===== src/rtl/mem_stage_lsu.sv =====
// Load/store unit for the MEM stage: issues data-bus requests, formats load data,
// and stalls the upstream pipeline while an access is outstanding.
//   state      | meaning
//   IDLE       | no access outstanding; request driven straight from EX/MEM
//   WAIT_GNT   | request issued, waiting for the bus to accept it
//   WAIT_RDATA | load accepted, waiting for read data
module mem_stage_lsu #(
  parameter int TIMEOUT = 255
) (
  input  logic        clk,
  input  logic        rst,
  input  logic        mem_read_i,
  input  logic        mem_write_i,
  input  logic [2:0]  funct3_i,
  input  logic [31:0] alu_res_i,
  input  logic [31:0] store_data_i,
  input  logic [4:0]  rd_i,
  input  logic        reg_write_i,
  input  logic        mem_to_reg_i,
  output logic        dmem_req_o,
  output logic        dmem_we_o,
  output logic [31:0] dmem_addr_o,
  output logic [3:0]  dmem_be_o,
  output logic [31:0] dmem_wdata_o,
  input  logic        dmem_gnt_i,
  input  logic        dmem_rvalid_i,
  input  logic [31:0] dmem_rdata_i,
  output logic [31:0] read_data_o,
  output logic [31:0] alu_res_o,
  output logic [4:0]  rd_o,
  output logic        mem_to_reg_o,
  output logic        reg_write_o,
  output logic        stall_o,
  output logic        misalign_o,
  output logic        bus_err_o
);

  localparam logic [1:0] S_IDLE       = 2'd0;
  localparam logic [1:0] S_WAIT_GNT   = 2'd1;
  localparam logic [1:0] S_WAIT_RDATA = 2'd2;
  localparam logic [7:0] TIMEOUT_CNT  = 8'(TIMEOUT);

  logic [1:0]  state_q, state_d;
  logic [7:0]  cnt_q;
  logic        we_q, reg_write_q, mem_to_reg_q;
  logic [31:0] addr_q, wdata_q;
  logic [3:0]  be_q;
  logic [2:0]  funct3_q;
  logic [4:0]  rd_q;

  logic        access, fmt_ok, issue, timeout;
  logic [3:0]  be_in;
  logic [31:0] wdata_in;
  logic        req, stall, rw, misalign, bus_err;
  logic [31:0] rdata_sh;

  assign access  = mem_read_i | mem_write_i;
  assign timeout = (cnt_q == TIMEOUT_CNT);

  always_comb begin
    fmt_ok   = 1'b0;
    be_in    = 4'b1111;
    wdata_in = store_data_i;
    case (funct3_i)
      3'b000, 3'b100: fmt_ok = 1'b1;
      3'b001, 3'b101: fmt_ok = ~alu_res_i[0];
      3'b010:         fmt_ok = (alu_res_i[1:0] == 2'b00);
      default:        fmt_ok = 1'b0;
    endcase
    case (funct3_i[1:0])
      2'b00: begin
        be_in    = 4'b0001 << alu_res_i[1:0];
        wdata_in = {4{store_data_i[7:0]}};
      end
      2'b01: begin
        be_in    = 4'b0011 << {alu_res_i[1], 1'b0};
        wdata_in = {2{store_data_i[15:0]}};
      end
      default: begin
        be_in    = 4'b1111;
        wdata_in = store_data_i;
      end
    endcase
  end

  always_comb begin
    state_d      = state_q;
    issue        = 1'b0;
    req          = 1'b0;
    stall        = 1'b0;
    rw           = 1'b0;
    misalign     = 1'b0;
    bus_err      = 1'b0;
    dmem_we_o    = we_q;
    dmem_addr_o  = {addr_q[31:2], 2'b00};
    dmem_be_o    = be_q;
    dmem_wdata_o = wdata_q;
    alu_res_o    = addr_q;
    rd_o         = rd_q;
    mem_to_reg_o = mem_to_reg_q;
    case (state_q)
      S_IDLE: begin
        dmem_we_o    = mem_write_i;
        dmem_addr_o  = {alu_res_i[31:2], 2'b00};
        dmem_be_o    = be_in;
        dmem_wdata_o = wdata_in;
        alu_res_o    = alu_res_i;
        rd_o         = rd_i;
        mem_to_reg_o = mem_to_reg_i;
        rw           = reg_write_i;
        if (access) begin
          if (!fmt_ok) begin
            misalign = 1'b1;
            rw       = 1'b0;
          end else begin
            req   = 1'b1;
            issue = 1'b1;
            if (!dmem_gnt_i) begin
              stall   = 1'b1;
              rw      = 1'b0;
              state_d = S_WAIT_GNT;
            end else if (!mem_write_i) begin
              stall   = 1'b1;
              rw      = 1'b0;
              state_d = S_WAIT_RDATA;
            end
          end
        end
      end
      S_WAIT_GNT: begin
        // An abort withdraws the request, so a grant cannot race the timeout.
        if (timeout) begin
          bus_err = 1'b1;
          state_d = S_IDLE;
        end else begin
          req = 1'b1;
          if (!dmem_gnt_i) begin
            stall = 1'b1;
          end else if (we_q) begin
            rw      = reg_write_q;
            state_d = S_IDLE;
          end else begin
            stall   = 1'b1;
            state_d = S_WAIT_RDATA;
          end
        end
      end
      S_WAIT_RDATA: begin
        if (dmem_rvalid_i) begin
          rw      = reg_write_q;
          state_d = S_IDLE;
        end else if (timeout) begin
          bus_err = 1'b1;
          state_d = S_IDLE;
        end else begin
          stall = 1'b1;
        end
      end
      default: state_d = S_IDLE;
    endcase
  end

  always_comb begin
    rdata_sh = dmem_rdata_i >> {addr_q[1:0], 3'b000};
    case (funct3_q)
      3'b000:  read_data_o = {{24{rdata_sh[7]}}, rdata_sh[7:0]};
      3'b001:  read_data_o = {{16{rdata_sh[15]}}, rdata_sh[15:0]};
      3'b100:  read_data_o = {24'd0, rdata_sh[7:0]};
      3'b101:  read_data_o = {16'd0, rdata_sh[15:0]};
      default: read_data_o = dmem_rdata_i;
    endcase
  end

  // Reset gates the control outputs directly because IDLE outputs are combinational.
  assign dmem_req_o  = req & ~rst;
  assign stall_o     = stall & ~rst;
  assign reg_write_o = rw & ~rst;
  assign misalign_o  = misalign & ~rst;
  assign bus_err_o   = bus_err & ~rst;

  always_ff @(posedge clk or posedge rst) begin
    if (rst) begin
      state_q <= S_IDLE;
      cnt_q   <= 8'd0;
    end else begin
      state_q <= state_d;
      if (state_d != state_q && state_d != S_IDLE)
        cnt_q <= 8'd0;
      else if (state_q != S_IDLE)
        cnt_q <= cnt_q + 8'd1;
    end
  end

  always_ff @(posedge clk or posedge rst) begin
    if (rst) begin
      we_q         <= 1'b0;
      addr_q       <= 32'd0;
      be_q         <= 4'd0;
      wdata_q      <= 32'd0;
      funct3_q     <= 3'd0;
      rd_q         <= 5'd0;
      reg_write_q  <= 1'b0;
      mem_to_reg_q <= 1'b0;
    end else if (issue) begin
      we_q         <= mem_write_i;
      addr_q       <= alu_res_i;
      be_q         <= be_in;
      wdata_q      <= wdata_in;
      funct3_q     <= funct3_i;
      rd_q         <= rd_i;
      reg_write_q  <= reg_write_i;
      mem_to_reg_q <= mem_to_reg_i;
    end
  end

endmodule


===== config.mk =====
export PLATFORM = sky130hd
export DESIGN_NAME = mem_stage_lsu
export DESIGN_NICKNAME = d
export VERILOG_FILES = /design/src/rtl/mem_stage_lsu.sv
export SDC_FILE = /design/constraint.sdc
export NUM_CORES = 1
export LEC_CHECK = 0
export ABC_AREA = 1
export ABC_CLOCK_PERIOD_IN_PS = 10900
export CAP_MARGIN = 20
export CORE_MARGIN = 2
export CORE_UTILIZATION = 35
export DETAILED_ROUTE_END_ITERATION = 7
export PLACE_DENSITY = 0.78
export SLEW_MARGIN = 20
export SYNTH_ARGS = -nofsm -noshare
export SYNTH_HDL_FRONTEND = slang
export SYNTH_SLANG_ARGS = --single-unit

===== constraint.sdc =====
create_clock -name clk -period 10.9 [get_ports clk]
set_clock_uncertainty 0.05 [all_clocks]
set_input_delay 2.725 -clock clk [delete_from_list [all_inputs] [get_ports clk]]
set_output_delay 2.725 -clock clk [all_outputs]
set_load 0.005 [all_outputs]

# Yosys cells after proc, flatten, opt, wreduce, memory -nomap -nowiden
# Cells that the tools add are included.
# Widths: inputs -> output; s select.
# classes
reduce_logical	11
shift	3
mux	52
bitwise	8
n_eq_ne	12
n_addsub	1
# op_table
op	count
$pmux 32 s4	1
$mux 32	3
$pmux 32 s2	1
$shr 32x5->16	1
$mux 1	27
$mux 2	9
$mux 8	2
$eq 3x3->1 const B	4
$pmux 1 s3	3
$add 8x1->8 const B	1
$eq 8x8->1 const B	1
$pmux 4 s2	1
$eq 3x1->1 const B	2
$logic_not 2->1	3
$logic_not 3->1	2
$pmux 2 s3	1
$reduce_bool 2->1	3
$and 1x1->1	5
$mux 5	1
$eq 2x1->1 const B	2
$mux 4	1
$pmux 1 s2	2
$reduce_or 2->1	2
$shl 1x2->4 const A	1
7 further kinds	8
# word_totals
output_inout_bits	144
ff_bits	89
inputBits	112
word_cells	97

# Depth between registers and ports, before layout
# Gate-level depths: netlist (run 1).
# depth
word_depth	9
depth_mapped	16
ltp_nobuf	15

# Worst setup path before layout (run 1)
# No wires, ideal clock.
# synth_path
path_kind	input port to output port
start	input rst
end	output bus_err_o
arrival_time_ns	4.956
path_buffers	0
t_required_ns	8.125
setup_slack_ns	3.169
path_stages	3
cell_sequence	inv_1 nand2_1 nor3_1
# synth_via
elab_chain_cells	2
# synth_lines
item	line_no	text
start: declaration	11	input logic rst,
$not 1->1	179	assign bus_err_o = bus_err & ~rst;
$and 1x1->1	179	
end: declaration	35	output logic bus_err_o
# No other way between the ends.

# Worst setup path after layout (run 1)
# layout_path
start	input funct3_i[1]
end	output stall_o
# layout_via
elab_chain_cells	7
elab_cells_between_ends	12
classes_between	4 x eq/ne; 4 x mux; 1 x bitwise; 3 x reduce/logical
# layout_lines
item	line_no	text
start: declaration	14	input logic [2:0] funct3_i,
$eq 3x1->1, or another cell as far along	64	case (funct3_i)
$reduce_or 2->1	64	
$pmux 1 s3 (*)	64	
$mux 1 (*)	112	if (!fmt_ok) begin
$mux 1 (*)	111	if (access) begin
$pmux 1 s3 (*)	101	case (state_q)
$and 1x1->1 (*)	176	assign stall_o = stall & ~rst;
end: declaration	33	output logic stall_o,
# Mark *: on every way between the ends. The rest lies on a longest branch, timed or not.

==> run_results.csv, run 1 <==
group,metric,value,unit
run_status,run_status,"finished clean",
clocking,numClockSinks,89,
critical_path,ff2ff_path_depth,8,
cells_and_area,multiInputGateArea,2620,µm²
clocking,htreeDepth,3,
die,core_area,16400,µm²
sta,worst-slew-pin-transition,1020,ps
global_route,antenna_found_initial,0,
placement,postPlaceCellArea,8180,µm²
hold_path,hold_path_depth,2,
sta,fin_setup_tns,0,ps
cells_and_area,final_net_count,1123,
clocking,cts_setup_buffers,0,
synthesis,yosysWarningCount,0,
critical_path,worstReg2RegEnd,"funct3_q[2]",
hold_path,timing.hold.worst_endpoint,"reg_write_q",
global_route,peak_usage_layer_in_the_global_routing_report,"met2",
die,boundaryPins,256,
sta,ratio_of_final_minimum_period_to_clock_period,84.5,%
sta,rsz0062_at_grt,"false",
cells_and_area,design_area,8510,µm²
placement,hpwl,13500,µm
synthesis,number_of_distinct_library_cell_variants_in_the_gate_level_netlist_after_synthesis,37,
cells_and_area,syn_to_final_growth,46.7,%
clocking,post_cts_hold_buffer_count,0,
synthesis,ys_ff_latch,89,
power_and_ir_drop,p_total,2.27,mW
detailed_routing,dr_total_vias,6180,
global_route,grt_use_total,20.6,%
power_and_ir_drop,leakage_power_summed_over_all_cells,3.81,nW
detailed_routing,total_wire_length_after_detailed_routing,18300,µm
cells_and_area,finish.cell_count_without_fillers,1231,
hold_path,min-delay-path-class,"reg2reg",
critical_path,critPathArrivalTime,6440,ps
job,timing.max_cap.violations,0,
detailed_routing,post-route-drc-count,0,
detailed_routing,route.antenna.remaining_nets,0,
die,chipWidth,133,µm
die,floorplan.die_area,17600,µm²
global_route,global_route.usage.met1,25.3,%
critical_path,end_kind,"output port",
sta,timing_hold_violations_final,0,
global_route,grt.met3_usage,4.71,%
cells_and_area,num_antenna_cells,0,
clocking,post_cts.resized_instances,0,
synthesis,synthArstFlopShare,100,%
critical_path,required_time_worst_endpoint,8120,ps
clocking,root_buffer,"sky130_fd_sc_hd__clkbuf_16",
sta,final_period_minus_worst_setup_slack,9220,ps
clocking,path_clk_slew,70,ps
placement,io_port_bufs,253,
detailed_routing,detailed_router_iteration_count_before_antenna_repair,5,
sta,max_clock_freq,0.109,GHz
power_and_ir_drop,comb_power_share,60.5,%
global_route,overflow,0,
synthesis,mappedNetlistArea,5800,µm²
global_route,grt_max_degree,99,
synthesis,avg_synthesized_cell_area,7.09,µm²
critical_path,r2r-start,"state_q[1]",
power_and_ir_drop,switchingPower,0.866,mW
power_and_ir_drop,p_per_area,266,nW/µm²
clocking,worstSkewPairLatency,350,ps
cells_and_area,fillerInstances,1567,
cells_and_area,post_route_cells_drive_above_1_share,5.14,%
power_and_ir_drop,p_clk_share,15.2,%
placement,place_congestion,0.977,
critical_path,cp_slowest_stage_delay,950,ps
power_and_ir_drop,max_ir_drop_vdd,0.0000990,V
critical_path,worstPathMaxFanout,86,
global_route,vias_in_the_first_global_route,5817,
global_route,wire_length_of_the_first_global_routing_pass,29400,µm
sta,slew_violations,0,
sta,timing.final.setup_violations,0,
clocking,maximum_root_to_sink_buffer_count,2,
detailed_routing,wl_per_cell,14.8,µm
clocking,tritoncts.num_buffers,9,
synthesis,commonest_register_cell_after_synthesis,"sky130_fd_sc_hd__dfrtp_1",
synthesis,synth_enable_flop_cells,0,
critical_path,timing_worst_setup_path_type,"in2out",
synthesis,cell_count_after_synthesis,818,
synthesis,share_of_yosys_cell_area_claimed_by_the_top_area_cell_type,38.4,%
power_and_ir_drop,intPower,1.40,mW
clocking,tritoncts_clock_tree,"done",
power_and_ir_drop,power_switching_share,38.2,%
cells_and_area,ff_latch_area,2230,µm²
synthesis,post_synth_main_area_contributors,"sky130_fd_sc_hd__dfrtp_1 38%, sky130_fd_sc_hd__o21ai_0 14%, sky130_fd_sc_hd__nand2_1 11%, sky130_fd_sc_hd__inv_1 8.0%, sky130_fd_sc_hd__buf_4 5.0%",
detailed_routing,detail_route.vias_per_cell,5.02,
power_and_ir_drop,sequential_power_share,24.3,%
sta,max-slew-margin-rel,31.9,%
die,die_height,133,µm
critical_path,path_cells,"clkdlybuf4s50_1 > inv_4 > nand2_2 > nand2_2 > nand2_4 > nor2_4 > inv_2 > nor2_4 > buf_4 > a21oi_1 > nor3_1 > clkdlybuf4s50_1",
hold_path,timing.hold.worst.start,"reg_write_q",
critical_path,crit_slowest_cell,"sky130_fd_sc_hd__clkdlybuf4s50_1",
placement,number_of_cells_in_the_design_after_placement,1215,
synthesis,synth.yosys.seq_area_share,38.4,%
die,fp-row-count,47,
die,initial_utilization,35.3,%
synthesis,synth_area_leader_cell,"sky130_fd_sc_hd__dfrtp_1",
critical_path,cp-start-kind,"input port",
detailed_routing,drtIter0Drc,378,
critical_path,timing.reg2reg.setup_slack,8330,ps
global_route,use_met2,35.5,%
-- cell type report --
type                       count  share of cell area (%)
multi-input combinational    517                    30.8
timing repair buffer         257                    30.1
sequential                    89                    26.2
inverter                     132                    5.88
tap                          220                    3.23
clock buffer                   9                    2.65
clock inverter                 7                    1.18
-- routing by layer --
| layer | up-vias | share of wire (%) |
|---|---|---|
| li1 | 3016 | - |
| met1 | 2878 | 41 |
| met2 | 254 | 49 |
| met3 | 32 | 8.0 |
| met4 | 0 | 2.4 |
| met5 | - | 0 |
-- power groups by stage --
stage / Combinational, mW / Sequential [mW] / Clock (mW)
finish: 1.37 / 0.551 / 0.345
global route: 1.51 / 0.567 / 0.367
CTS: 1.39 / 0.552 / 0.353
detailed placement: 1.38 / 0.558 / 0
global placement: 1.36 / 0.551 / 0
floorplan: 0.731 / 0.519 / 0
-- how the worst max path moves through the flow --
stage                endpoint  slack, ps         from
floorplan           bus_err_o       3170          rst
CTS                   stall_o       1700  funct3_i[1]
global route          stall_o       1440  funct3_i[1]
detailed placement    stall_o       1720  funct3_i[1]
global placement      stall_o       1800  funct3_i[1]
finish                stall_o       1680  funct3_i[1]
-- registers in the layout (all words and copies together), names as in the netlist, 2 cells and up --
signal	count
state_q	2
be_q	4
addr_q	32
funct3_q	3
cnt_q	8
wdata_q	32
rd_q	5
-- logic make-up (layout without fill, tap and decap cells) --
kind of cell	Yosys count	count (layout)	share of synthesized area [%]
other	1	2	0.0647
adder cells (fa/ha/maj)	5	5	1.08
AO/OA/AOI/OAI	278	278	26.0
buffers and inverters	213	405	16.7
XOR/XNOR	7	7	1.06
flip-flops	89	89	38.4
AND/OR/NAND/NOR	224	224	16.5
multiplexers	1	1	0.173
-- critical path: cells and delay by family --
family	cells	cell delay [ps]
AND/OR/NAND/NOR	6	770
buffers and inverters	5	2740
AO/OA/AOI/OAI	1	130
-- metrics by stage --
step	hold WS (ps)	util, %	setup slack [ps]
after detailed placement	423	49.9	1720
after global routing	472	51.9	1440
after floorplan	393	-	3170
after CTS	441	51.9	1700
final	437	51.9	1680
after global placement	406	49.9	1800
-- synth_stat cells, drive strengths merged (2+ instances only) --
| cell | number |
|---|---|
| nand2 | 183 |
| clkbuf | 24 |
| o211ai | 9 |
| o21ai | 180 |
| ha | 5 |
| nor2 | 25 |
| dfrtp | 89 |
| nand3 | 7 |
| xor2 | 6 |
| clkinv | 2 |
| a21oi | 28 |
| o22ai | 44 |
| buf | 57 |
| inv | 130 |
| a31oi | 7 |
| nor3 | 3 |
| a22oi | 7 |
| nand4 | 5 |
-- cells in the final DEF (no fill, tap or decap), drive strengths merged, types with 6 or more instances in the layout --
master | Yosys | routed
nand2 | 183 | 183
xor2 | 6 | 6
o21ai | 180 | 180
clkbuf | 24 | 9
a22oi | 7 | 7
inv | 130 | 133
a31oi | 7 | 7
o22ai | 44 | 44
dfrtp | 89 | 89
clkdlybuf4s50 | 0 | 253
a21oi | 28 | 28
nand3 | 7 | 7
o211ai | 9 | 9
nor2 | 25 | 25
No activity file was read; power rests on OpenSTA's default activity.
==> run 2, diff against run 1 <==
Settings changed: ABC_CLOCK_PERIOD_IN_PS 10900 to 9200.
Clock period 10.9 ns to 9.2 ns, I/O delays scaled along.
==> run_results.csv, run 2 (same netlist as run 1, synthesis figures left out) <==
group,metric,value,unit
die,fp-row-count,47,
critical_path,timing_worst_setup_path_type,"in2out",
detailed_routing,route.antenna.remaining_nets,0,
critical_path,worstReg2RegEnd,"wdata_q[8]",
clocking,path_clk_slew,70,ps
critical_path,r2r-start,"state_q[1]",
hold_path,timing.hold.worst_endpoint,"addr_q[30]",
detailed_routing,wl_per_cell,14.9,µm
cells_and_area,final_net_count,1123,
critical_path,end_kind,"output port",
sta,ratio_of_final_minimum_period_to_clock_period,81.1,%
cells_and_area,post_route_cells_drive_above_1_share,5.14,%
critical_path,worstPathMaxFanout,44,
critical_path,cp-start-kind,"input port",
hold_path,min-delay-path-class,"reg2reg",
cells_and_area,fillerInstances,1586,
cells_and_area,final_common_cell,"sky130_fd_sc_hd__clkdlybuf4s50_1",
critical_path,critPathArrivalTime,5110,ps
sta,timing_hold_violations_final,0,
cells_and_area,design_area,8470,µm²
sta,max-slew-margin-rel,35.0,%
clocking,root_buffer,"sky130_fd_sc_hd__clkbuf_16",
power_and_ir_drop,leakage_power_summed_over_all_cells,3.78,nW
die,floorplan.die_area,17600,µm²
clocking,htreeDepth,3,
die,chipWidth,133,µm
sta,timing.final.setup_violations,0,
power_and_ir_drop,power_switching_share,39.1,%
hold_path,timing.hold.worst.start,"addr_q[30]",
global_route,grt_max_degree,108,
die,boundaryPins,256,
detailed_routing,drtIter0Drc,390,
global_route,grt_use_total,20.3,%
global_route,wire_length_of_the_first_global_routing_pass,29200,µm
job,timing.max_cap.violations,0,
clocking,tritoncts.num_buffers,9,
critical_path,timing.reg2reg.setup_slack,6350,ps
power_and_ir_drop,p_clk_share,13.8,%
detailed_routing,dr_total_vias,6099,
sta,final_period_minus_worst_setup_slack,7460,ps
power_and_ir_drop,p_total,2.64,mW
clocking,tritoncts_clock_tree,"done",
power_and_ir_drop,switchingPower,1.03,mW
detailed_routing,detailed_router_iteration_count_before_antenna_repair,5,
cells_and_area,syn_to_final_growth,46.1,%
power_and_ir_drop,comb_power_share,61.4,%
sta,worst-slew-pin-transition,975,ps
sta,fin_setup_tns,0,ps
placement,postPlaceCellArea,8180,µm²
global_route,antenna_found_initial,0,
global_route,vias_in_the_first_global_route,5749,
clocking,numClockSinks,89,
sta,slew_violations,0,
detailed_routing,detail_route.vias_per_cell,4.95,
power_and_ir_drop,p_per_area,311,nW/µm²
die,core_area,16400,µm²
clocking,maximum_root_to_sink_buffer_count,2,
power_and_ir_drop,max_ir_drop_vdd,0.000158,V
sta,max_clock_freq,0.134,GHz
die,initial_utilization,35.3,%
sta,rsz0062_at_grt,"false",
hold_path,hold_path_depth,2,
cells_and_area,num_antenna_cells,0,
power_and_ir_drop,intPower,1.61,mW
critical_path,ff2ff_path_depth,6,
die,die_height,133,µm
clocking,post_cts_hold_buffer_count,0,
placement,hpwl,13500,µm
clocking,worstSkewPairLatency,340,ps
cells_and_area,final_cell_mix,"253 x sky130_fd_sc_hd__clkdlybuf4s50_1, 176 x sky130_fd_sc_hd__nand2_1, 163 x sky130_fd_sc_hd__o21ai_0, 122 x sky130_fd_sc_hd__inv_1, 89 x sky130_fd_sc_hd__dfrtp_1",
run_status,run_status,"finished clean",
detailed_routing,post-route-drc-count,0,
power_and_ir_drop,sequential_power_share,24.8,%
detailed_routing,total_wire_length_after_detailed_routing,18300,µm
cells_and_area,biggestRegsByFlops,"addr_q: 32 flops, wdata_q: 32 flops, cnt_q: 8 flops",
placement,place_congestion,0.946,
critical_path,required_time_worst_endpoint,6850,ps
clocking,cts_setup_buffers,0,
global_route,overflow,0,
clocking,post_cts.resized_instances,0,
placement,io_port_bufs,253,
-- run 2: changes by cell type in the layout (fill, tap and decap cells not counted) --
cell | previous run | this run
sky130_fd_sc_hd__clkinv_4 | 1 | 0
sky130_fd_sc_hd__bufinv_16 | 2 | 0
sky130_fd_sc_hd__clkinv_2 | 1 | 0
sky130_fd_sc_hd__inv_8 | 0 | 1
sky130_fd_sc_hd__clkinvlp_4 | 0 | 2
sky130_fd_sc_hd__inv_6 | 3 | 4
-- run 2: cell type report --
type	instances	area (µm²)	share of cell area, %
multi-input cells	517	2620	30.9
repair buffers	257	2560	30.3
flip-flops and latches	89	2230	26.3
inverters	132	500	5.91
well taps	220	275	3.25
clock buffers	9	225	2.66
clock inverters	7	61.3	0.724
-- run 2: routing by layer --
layer | up-vias | share of wire (%) | global-route usage [%]
met5 | - | 0 | 0
met4 | 0 | 1.6 | 5.56
met3 | 18 | 7.5 | 4.83
met2 | 236 | 49 | 35.2
met1 | 2822 | 42 | 25.4
li1 | 3023 | - | -
-- run 2: worst max path at each step --
stage	start	to	slack, ps	cells past startpoint
2_1_floorplan	rst	bus_err_o	2320	3
3_3_place_gp	funct3_i[1]	dmem_req_o	1730	12
3_5_place_dp	funct3_i[1]	dmem_req_o	1680	10
4_1_cts	funct3_i[1]	dmem_req_o	1670	12
5_1_grt	funct3_i[1]	dmem_req_o	1490	12
6_report	funct3_i[1]	dmem_req_o	1740	12
-- run 2: power groups by stage --
stage / registers (mW) / logic, mW / clock network (mW)
final: 0.653 / 1.62 / 0.364
after global routing: 0.672 / 1.79 / 0.388
after CTS: 0.654 / 1.63 / 0.372
after detailed placement: 0.661 / 1.63 / 0
after global placement: 0.653 / 1.61 / 0
after floorplan: 0.615 / 0.866 / 0
-- run 2: worst max-delay path: stages --
cell                              delay (ps)
sky130_fd_sc_hd__clkdlybuf4s50_1         450
sky130_fd_sc_hd__buf_4                   300
sky130_fd_sc_hd__inv_4                    70
sky130_fd_sc_hd__nand2_2                  80
sky130_fd_sc_hd__nand2_2                  90
sky130_fd_sc_hd__nand2_4                 110
sky130_fd_sc_hd__nor2_4                   40
sky130_fd_sc_hd__inv_2                   620
sky130_fd_sc_hd__nor2_4                   50
sky130_fd_sc_hd__inv_2                   400
sky130_fd_sc_hd__a21oi_1                 120
sky130_fd_sc_hd__clkdlybuf4s50_1         460
-- run 2: metrics by stage --
stage / utilization, % / hold slack (ps) / cells / setup slack, ps
after floorplan: - / 393 / 819 / 2320
after global placement: 49.9 / 406 / 1215 / 1730
after detailed placement: 49.9 / 423 / 1215 / 1680
after CTS: 51.6 / 440 / 1231 / 1670
after global routing: 51.6 / 454 / 1231 / 1490
final: 51.6 / 445 / 1231 / 1740
